## config.mk

```make
export PLATFORM = sky130hd
export DESIGN_NAME = apb_cmd_master
export DESIGN_NICKNAME = d
export VERILOG_FILES = /design/src/rtl/apb_cmd_master_pkg.sv /design/src/rtl/apb_cmd_master.sv
export SDC_FILE = /design/constraint.sdc
export NUM_CORES = 1
export LEC_CHECK = 0
export BUFFER_PORTS_ARGS = -buffer_cell sky130_fd_sc_hd__clkbuf_2
export CAP_MARGIN = 20
export CORE_AREA = 2 2 113 137
export CTS_CLUSTER_DIAMETER = 30
export DETAILED_ROUTE_END_ITERATION = 10
export DIE_AREA = 0 0 115 139
export GPL_TIMING_DRIVEN = 0
export PLACE_DENSITY = 0.52
export SLEW_MARGIN = 20
export SYNTH_ARGS = -nofsm -noshare
export SYNTH_HDL_FRONTEND = slang
export SYNTH_SLANG_ARGS = --single-unit
```

## constraint.sdc

```tcl
create_clock -name PCLK -period 2.16 [get_ports PCLK]
set_input_delay 0.432 -clock PCLK [delete_from_list [all_inputs] [get_ports PCLK]]
set_output_delay 0.432 -clock PCLK [all_outputs]
set_load 0.05 [all_outputs]
```

## src/rtl/apb_cmd_master_pkg.sv

```systemverilog
// Shared types and constants for the APB command master.
// Holds the transfer sequencer state encoding and the idle values driven onto the APB outputs.
package apb_cmd_master_pkg;

    typedef enum logic [1:0] {
        ST_IDLE   = 2'd0,
        ST_SETUP  = 2'd1,
        ST_ACCESS = 2'd2,
        ST_RESP   = 2'd3
    } state_e;

    localparam logic [3:0]  PSTRB_NONE    = 4'b0000;
    localparam logic [2:0]  PPROT_DEFAULT = 3'b000;
    localparam logic [31:0] DATA_ZERO     = 32'h0000_0000;

endpackage

```

## src/rtl/apb_cmd_master.sv

```systemverilog
// APB4 initiator: one valid/ready command becomes one SETUP+ACCESS transfer with a valid/ready response.
// A single outstanding transfer; an optional wait-state timeout aborts slaves that never raise PREADY.
module apb_cmd_master
    import apb_cmd_master_pkg::*;
#(
    parameter int ADDRWIDTH = 16,
    parameter int TIMEOUT   = 255,
    parameter int TOWIDTH   = 8
) (
    input  logic                 PCLK,
    input  logic                 PRESETn,
    input  logic                 cmd_valid,
    output logic                 cmd_ready,
    input  logic [ADDRWIDTH-1:0] cmd_addr,
    input  logic                 cmd_write,
    input  logic [31:0]          cmd_wdata,
    input  logic [3:0]           cmd_strb,
    input  logic [2:0]           cmd_prot,
    output logic                 rsp_valid,
    input  logic                 rsp_ready,
    output logic [31:0]          rsp_rdata,
    output logic                 rsp_err,
    output logic                 rsp_timeout,
    output logic                 PSEL,
    output logic                 PENABLE,
    output logic [ADDRWIDTH-1:0] PADDR,
    output logic                 PWRITE,
    output logic [31:0]          PWDATA,
    output logic [3:0]           PSTRB,
    output logic [2:0]           PPROT,
    input  logic [31:0]          PRDATA,
    input  logic                 PREADY,
    input  logic                 PSLVERR
);

    localparam logic [ADDRWIDTH-1:0] ADDR_MASK = {{(ADDRWIDTH-2){1'b1}}, 2'b00};
    localparam logic [TOWIDTH-1:0]   TO_LIMIT  = TOWIDTH'(TIMEOUT);
    localparam logic [TOWIDTH-1:0]   WAIT_MAX  = {TOWIDTH{1'b1}};
    localparam logic                 TO_ENABLE = (TIMEOUT != 0);

    state_e                 state_q;
    logic                   cmd_ready_q;
    logic                   psel_q;
    logic                   penable_q;
    logic [ADDRWIDTH-1:0]   paddr_q;
    logic                   pwrite_q;
    logic [31:0]            pwdata_q;
    logic [3:0]             pstrb_q;
    logic [2:0]             pprot_q;
    logic                   rsp_valid_q;
    logic [31:0]            rsp_rdata_q;
    logic                   rsp_err_q;
    logic                   rsp_timeout_q;
    logic [TOWIDTH-1:0]     wait_q;

    logic [TOWIDTH-1:0]     wait_d;
    logic                   timeout_hit;
    logic                   cmd_fire;
    logic                   rsp_fire;

    assign cmd_fire = (state_q == ST_IDLE) && cmd_ready_q && cmd_valid;
    assign rsp_fire = (state_q == ST_RESP) && rsp_valid_q && rsp_ready;

    // Wait counter saturates rather than wrapping, so a disabled timeout never aliases back to zero.
    assign wait_d      = (wait_q == WAIT_MAX) ? wait_q : wait_q + TOWIDTH'(1);
    assign timeout_hit = TO_ENABLE && (wait_d == TO_LIMIT);

    always_ff @(posedge PCLK or negedge PRESETn) begin
        if (!PRESETn) begin
            state_q       <= ST_IDLE;
            cmd_ready_q   <= 1'b0;
            psel_q        <= 1'b0;
            penable_q     <= 1'b0;
            paddr_q       <= '0;
            pwrite_q      <= 1'b0;
            pwdata_q      <= DATA_ZERO;
            pstrb_q       <= PSTRB_NONE;
            pprot_q       <= PPROT_DEFAULT;
            rsp_valid_q   <= 1'b0;
            rsp_rdata_q   <= DATA_ZERO;
            rsp_err_q     <= 1'b0;
            rsp_timeout_q <= 1'b0;
            wait_q        <= '0;
        end else begin
            case (state_q)
                ST_IDLE: begin
                    if (cmd_fire) begin
                        state_q     <= ST_SETUP;
                        cmd_ready_q <= 1'b0;
                        psel_q      <= 1'b1;
                        penable_q   <= 1'b0;
                        paddr_q     <= cmd_addr & ADDR_MASK;
                        pwrite_q    <= cmd_write;
                        pwdata_q    <= cmd_write ? cmd_wdata : DATA_ZERO;
                        pstrb_q     <= cmd_write ? cmd_strb : PSTRB_NONE;
                        pprot_q     <= cmd_prot;
                        wait_q      <= '0;
                    end else begin
                        cmd_ready_q <= 1'b1;
                    end
                end

                ST_SETUP: begin
                    penable_q <= 1'b1;
                    state_q   <= ST_ACCESS;
                end

                ST_ACCESS: begin
                    if (PREADY) begin
                        psel_q        <= 1'b0;
                        penable_q     <= 1'b0;
                        rsp_valid_q   <= 1'b1;
                        rsp_err_q     <= PSLVERR;
                        rsp_timeout_q <= 1'b0;
                        rsp_rdata_q   <= (!pwrite_q && !PSLVERR) ? PRDATA : DATA_ZERO;
                        state_q       <= ST_RESP;
                    end else begin
                        wait_q <= wait_d;
                        // Abandoning the slave mid-transfer is accepted; the bus is simply released.
                        if (timeout_hit) begin
                            psel_q        <= 1'b0;
                            penable_q     <= 1'b0;
                            rsp_valid_q   <= 1'b1;
                            rsp_err_q     <= 1'b1;
                            rsp_timeout_q <= 1'b1;
                            rsp_rdata_q   <= DATA_ZERO;
                            state_q       <= ST_RESP;
                        end
                    end
                end

                ST_RESP: begin
                    if (rsp_fire) begin
                        rsp_valid_q <= 1'b0;
                        cmd_ready_q <= 1'b1;
                        state_q     <= ST_IDLE;
                    end
                end

                default: begin
                    state_q     <= ST_IDLE;
                    cmd_ready_q <= 1'b0;
                    psel_q      <= 1'b0;
                    penable_q   <= 1'b0;
                    rsp_valid_q <= 1'b0;
                end
            endcase
        end
    end

    assign cmd_ready   = cmd_ready_q;
    assign rsp_valid   = rsp_valid_q;
    assign rsp_rdata   = rsp_rdata_q;
    assign rsp_err     = rsp_err_q;
    assign rsp_timeout = rsp_timeout_q;
    assign PSEL        = psel_q;
    assign PENABLE     = penable_q;
    assign PADDR       = paddr_q;
    assign PWRITE      = pwrite_q;
    assign PWDATA      = pwdata_q;
    assign PSTRB       = pstrb_q;
    assign PPROT       = pprot_q;

endmodule
```

# After elaboration in Yosys (flattened, before gate mapping)
# Index checks and enable logic that the tools add are counted.
op_classes:
  n_addsub: 1
  eq_ne: 9
  muxes: 29
  n_reduce_logical: 21
op_table:
  columns: ["op", "n"]
  rows:
  - ["2-to-1 mux 32 bit", 4]
  - ["2-to-1 mux 8 bit", 3]
  - ["equality test 8 bit, second input constant", 2]
  - ["one-hot mux 8 bit (2 select lines)", 1]
  - ["AND reduction 3 bit", 5]
  - ["2-to-1 mux 1 bit", 11]
  - ["adder 8 x 1 -> 8 bit, second input constant", 1]
  - ["2-to-1 mux 2 bit", 4]
  - ["one-hot mux 2 bit (4 select lines)", 1]
  - ["nonzero test 2 bit", 4]
  - ["inequality test 2 bit, second input constant", 3]
  - ["one-hot mux 1 bit (2 select lines)", 3]
  - ["AND reduction 2 bit", 3]
  - ["logical AND 1 bit", 5]
  - ["equality test 2 bit, second input constant", 2]
  - ["2-to-1 mux 4 bit", 1]
  - ["inequality test 3 bit, second input constant", 1]
  - ["one-hot mux 1 bit (3 select lines)", 1]
  - ["nonzero test 3 bit", 1]
  - ["equality test 2 x 1 -> 1 bit, second input constant", 1]
  - ["zero test 1 bit", 2]
  - ["zero test 2 bit", 1]
totals:
  regBits: 102
  output_inout_bits: 94
  wordCells: 74

# Logic depth before layout (Yosys ltp)
depth:
  depth_word: 6
  mapped_depth: 9
  ltp_nobuf: 8

# Worst setup path before layout
# OpenSTA, ideal clock, no wires.
synth_timing:
  path_type: "reg2reg"
  start: "register wait_q[0]"
  end: "register rsp_rdata_q[27] (netlist: rsp_rdata[27])"
  setup_ps: 121
  t_arrival_ps: 1866
  t_required_ps: 2039
  setup_slack_ps: 173
  path_stages_with_launch: 10
  path_buffers: 2
  synth_period_minus_slack_ps: 1987
  path_cell_list: "dfrtp_1 > ha_1 > buf_6 > and4_2 > a21oi_1 > o211ai_2 > o21bai_4 > nand2_4 > buf_6 > a22o_2"
synth_between:
  elab_chain_len: 5
  elab_cells_between_ends: 6
synth_lines:
  columns: ["element", "line", "text"]
  rows:
  - ["from (decl)", "apb_cmd_master.sv:54", "logic [TOWIDTH-1:0] wait_q;"]
  - ["from (signal assigned)", "apb_cmd_master.sv:118", "wait_q <= wait_d;"]
  - ["adder 8 x 1 -> 8 bit / equality test 8 bit (equally long branches)", "apb_cmd_master.sv:65", "assign wait_d = (wait_q == WAIT_MAX) ? wait_q : wait_q + TOWIDTH'(1);"]
  - ["2-to-1 mux 8 bit *", "apb_cmd_master.sv:65", null]
  - ["equality test 8 bit *", "apb_cmd_master.sv:66", "assign timeout_hit = TO_ENABLE && (wait_d == TO_LIMIT);"]
  - ["nonzero test 2 bit (no line) *", null, null]
  - ["AND reduction 2 bit (no line) *", null, null]
  - ["to (signal assigned)", "apb_cmd_master.sv:115", "rsp_rdata_q <= (!pwrite_q && !PSLVERR) ? PRDATA : DATA_ZERO;"]
  - ["to (decl)", "apb_cmd_master.sv:51", "logic [31:0] rsp_rdata_q;"]
# Every way passes the cells marked *; elsewhere a longest branch is shown, timed or not.
# A chain may end at the register's enable or synchronous reset.

# Final worst setup path
layout_timing:
  start: "register wait_q[0]"
  end: "register penable_q (netlist: PENABLE)"
layout_between:
  elab_chain_len: 5
  elab_cells_between_ends: 6
layout_lines:
  columns: ["element", "line", "text"]
  rows:
  - ["adder 8 x 1 -> 8 bit / equality test 8 bit (equally long branches)", "apb_cmd_master.sv:65", null]
  - ["2-to-1 mux 8 bit *", "apb_cmd_master.sv:65", null]
  - ["equality test 8 bit *", "apb_cmd_master.sv:66", null]
  - ["inequality test 3 bit (no line) *", null, null]
  - ["AND reduction 3 bit (no line) *", null, null]
  - ["to (signal assigned)", "apb_cmd_master.sv:73", "penable_q <= 1'b0;"]
  - ["to (signal assigned)", "apb_cmd_master.sv:91", "penable_q <= 1'b0;"]
  - ["to (signal assigned)", "apb_cmd_master.sv:104", "penable_q <= 1'b1;"]
  - ["to (decl)", "apb_cmd_master.sv:44", "logic penable_q;"]
# Marks and branches as above.

==> key figures <==
GRT
  – Global-route wire length before repair: 18,200 µm
  – Largest net degree at the start of global routing: 54
  – Initial antenna violation count: 0
  – Total GRT Usage: 14.4%
  – Vias in the first global route: 3,691
  – Total congestion overflow: 0

Timing
  – Post-route minimum period: 2050 ps
  – Fin. max-slew vios: 0
  – Worst hold slack: 41.6 ps
  – Setup violators final: 0
  – Fmax: 487 MHz
  – RSZ-0062 raised after global routing: no
  – Max Clock Skew: 4.99 ps
  – Final Cycle Share: 95.1%
  – Hold Fails Final Rpt: 0

Setup path
  – Worst Path Max Fanout: 10
  – CP endpoint kind: flop
  – Required time worst endpoint: 2390 ps
  – Worst setup path class: reg2reg
  – Critical Path AT: 2280 ps
  – Crit start category: flop

Placed design
  – PortBufs: 182
  – Final HPWL DP: 8460 µm
  – Placed Cells: 750
  – Gpl congestion: 0.818

Die
  – Die area: 16,000 µm²
  – Number of top-level pins: 188
  – Initial core utilization: 29.5%
  – # rows: 49
  – Vert. Die Dim: 139 µm
  – Core area: 14,700 µm²
  – Chip Width: 115 µm

CTS
  – CTS H-Tree Depth: 3
  – Worst skew pair latency: 340 ps
  – Reg clk slew, reported paths: 70 ps
  – Clock Tree Buf Depth: 2
  – Clock sinks: 102
  – CTS tree: done
  – Root Driver: clkbuf_16
  – Hold buffers post-CTS: 0
  – Inserted Clock Buffers: 9

Route
  – DRT Wirelength: 11,300 µm
  – Post-DRT Antenna Nets: 0
  – Drc violations: 0
  – Routed len/inst: 14.7 µm
  – Via density: 4.74
  – Drt first pass iters: 4
  – Vias: 3,638
  – Detailed Route Iter0 Violations: 119

Layout
  – Nets@finish: 687
  – FILL cells: 1,488
  – Non-Filler Instances: 768
  – Layout cells sized above 1: 48.0%
  – Storage cell area: 2560 µm²
  – Core Util, Final: 40.0%
  – Antenna cells: 0
  – Layout Area Growth over Synthesis: 35.6%
  – Area of the multi-input gates: 1660 µm²

Logic synthesis
  – Synth area leader: dfrtp_1
  – Seq/Total Area, Yosys: 58.8%
  – Top post-synthesis cells by area: dfrtp_1 (59%), nand2_1 (7.4%), a22o_2 (5.1%)
  – Yosys reg bits: 102
  – Gate Count Post-Synth: 388
  – Yosys top cell area share: 58.8%
  – Yosys warning total: 0
  – Synth Flop Type: dfrtp_1
  – EDFF count, synth: 0
  – Mapped cell area: 4340 µm²
  – Avg Synthesized Cell Area: 11.2 µm²
  – Async S/R FF share, synth: 100%
  – Unique cell type count in the Yosys netlist: 46

Pwr
  – Leak: 3.05 nW
  – Power Dens Cells: 1730 nW/µm²
  – VDD IR max: 0.658 mV

Status
  – Status: complete, no violations

Run
  – Max cap viols: 0

Worst hold path
  – Hold/Removal Path Class: in2async
[metal layers]
| layer | track usage [%] | routed length, µm | vias up |
|---|---|---|---|
| li1 | - | - | 1750 |
| met1 | 18.1 | 4850 | 1741 |
| met2 | 22.8 | 5350 | 135 |
| met3 | 5.24 | 887 | 12 |
| met4 | 4.82 | 165 | 0 |
| met5 | 0 | 0 | - |
[area by class of cell]
type | instances | share of cell area (%)
multi-input combinational | 256 | 28.2
sequential | 102 | 43.5
clock buffer | 9 | 3.83
buffer | 29 | 2.96
inverter | 2 | 0.128
timing repair buffer | 187 | 16.6
tap | 178 | 3.79
clock inverter | 5 | 1.04
[power breakdown]
part	switching (mW)	internal, mW
logic	3.94	1.45
clock network	0.715	0.890
registers	0.462	2.71
total	5.11	5.05
[placed cells by master, fill, tap and decap left out, types with 2 or more instances in the layout]
master and n:
a22o_1 11, o211a_1 2, a31oi_1 5, buf_4 10, and3_1 2, nor3_2 2, nand2_1 85, clkbuf_16 9
a21oi_1 14, nand3_1 5, a21oi_2 2, nor2_1 7, dfrtp_1 99, conb_1 2, buf_1 4, ha_1 5
mux2_2 18, a41oi_1 2, buf_2 4, clkinvlp_4 3, a22o_2 22, o21a_1 2, clkbuf_1 7, clkbuf_2 184
o21ai_0 43, dfrtp_2 3, buf_6 4
[final timing paths]
kind	to	from	cells after the start	slack, ps
worst max register to register	PENABLE	wait_q[0]	8	110
worst min-delay path	PSTRB[2]	PRESETn	1	40
min in group PCLK	rsp_rdata[9]	PRDATA[9]	2	310
worst min register to register	PSTRB[0]	PSTRB[0]	2	480
worst max-delay path	PENABLE	wait_q[0]	8	110
max in group asynchronous	PPROT[1]	PRESETn	2	1510
[what timing repair did]
item,4_1_cts,5_1_grt
setup endpoints to repair,45,40
pin swaps,1,4
buffers inserted,1,3
hold endpoints to repair,0,0
gates resized for setup,5,19
[kinds of logic (layout without fill, tap and decap cells)]
family                   count (synthesis)  after routing  synth area share, %
AO/OA/AOI/OAI                          113            113                 18.4
other                                    1              2               0.0864
flip-flops                             102            102                 58.8
buffers and inverters                   31            232                 3.95
AND/OR/NAND/NOR                        115            115                 11.7
adder cells (fa/ha/maj)                  6              6                 1.73
multiplexers                            20             20                 5.28
[critical path, cell delays in order, from the launching register on]
cell and delay (ps):
dfrtp_2 430, ha_1 210, buf_6 140, and4_4 190, a21oi_2 130, o211ai_2 170, o21ai_2 250, nand3b_1 110
mux2_1 310
[registers in the layout, summed over array words and instances, names as in the netlist]
register	cells
state_q	2
PSTRB	4
PPROT	3
rsp_rdata	32
PWRITE	1
rsp_valid	1
PENABLE	1
rsp_timeout	1
rsp_err	1
wait_q	8
PWDATA	32
PSEL	1
PADDR	14
cmd_ready	1
[Yosys cell counts (2+ instances only)]
cell type	count
dfrtp_1	102
a22o_1	11
and2_1	2
o21a_1	2
a41oi_1	2
a22o_2	22
buf_4	5
nor2b_1	2
ha_1	6
a21oi_1	16
mux2_2	18
buf_1	5
o211a_1	2
and3_1	2
buf_6	4
o21ai_0	43
nor2_1	7
a31oi_1	5
inv_1	2
nand2_1	86
nand3_1	6
buf_2	5
clkbuf_1	10
[stage by stage]
stage	instance area (µm²)	setup WS (ps)	setup TNS [ps]	power [mW]
3_3_place_gp	5480	-766	-78670	8.46
4_1_cts	5820	-14.3	-14.3	10.2
2_1_floorplan	4340	173	0	7.16
6_report	5880	105	0	10.2
5_1_grt	5880	8.40	0	10.8
3_5_place_dp	5510	-173	-3330	8.52
Power figures use the tool's default switching activity.
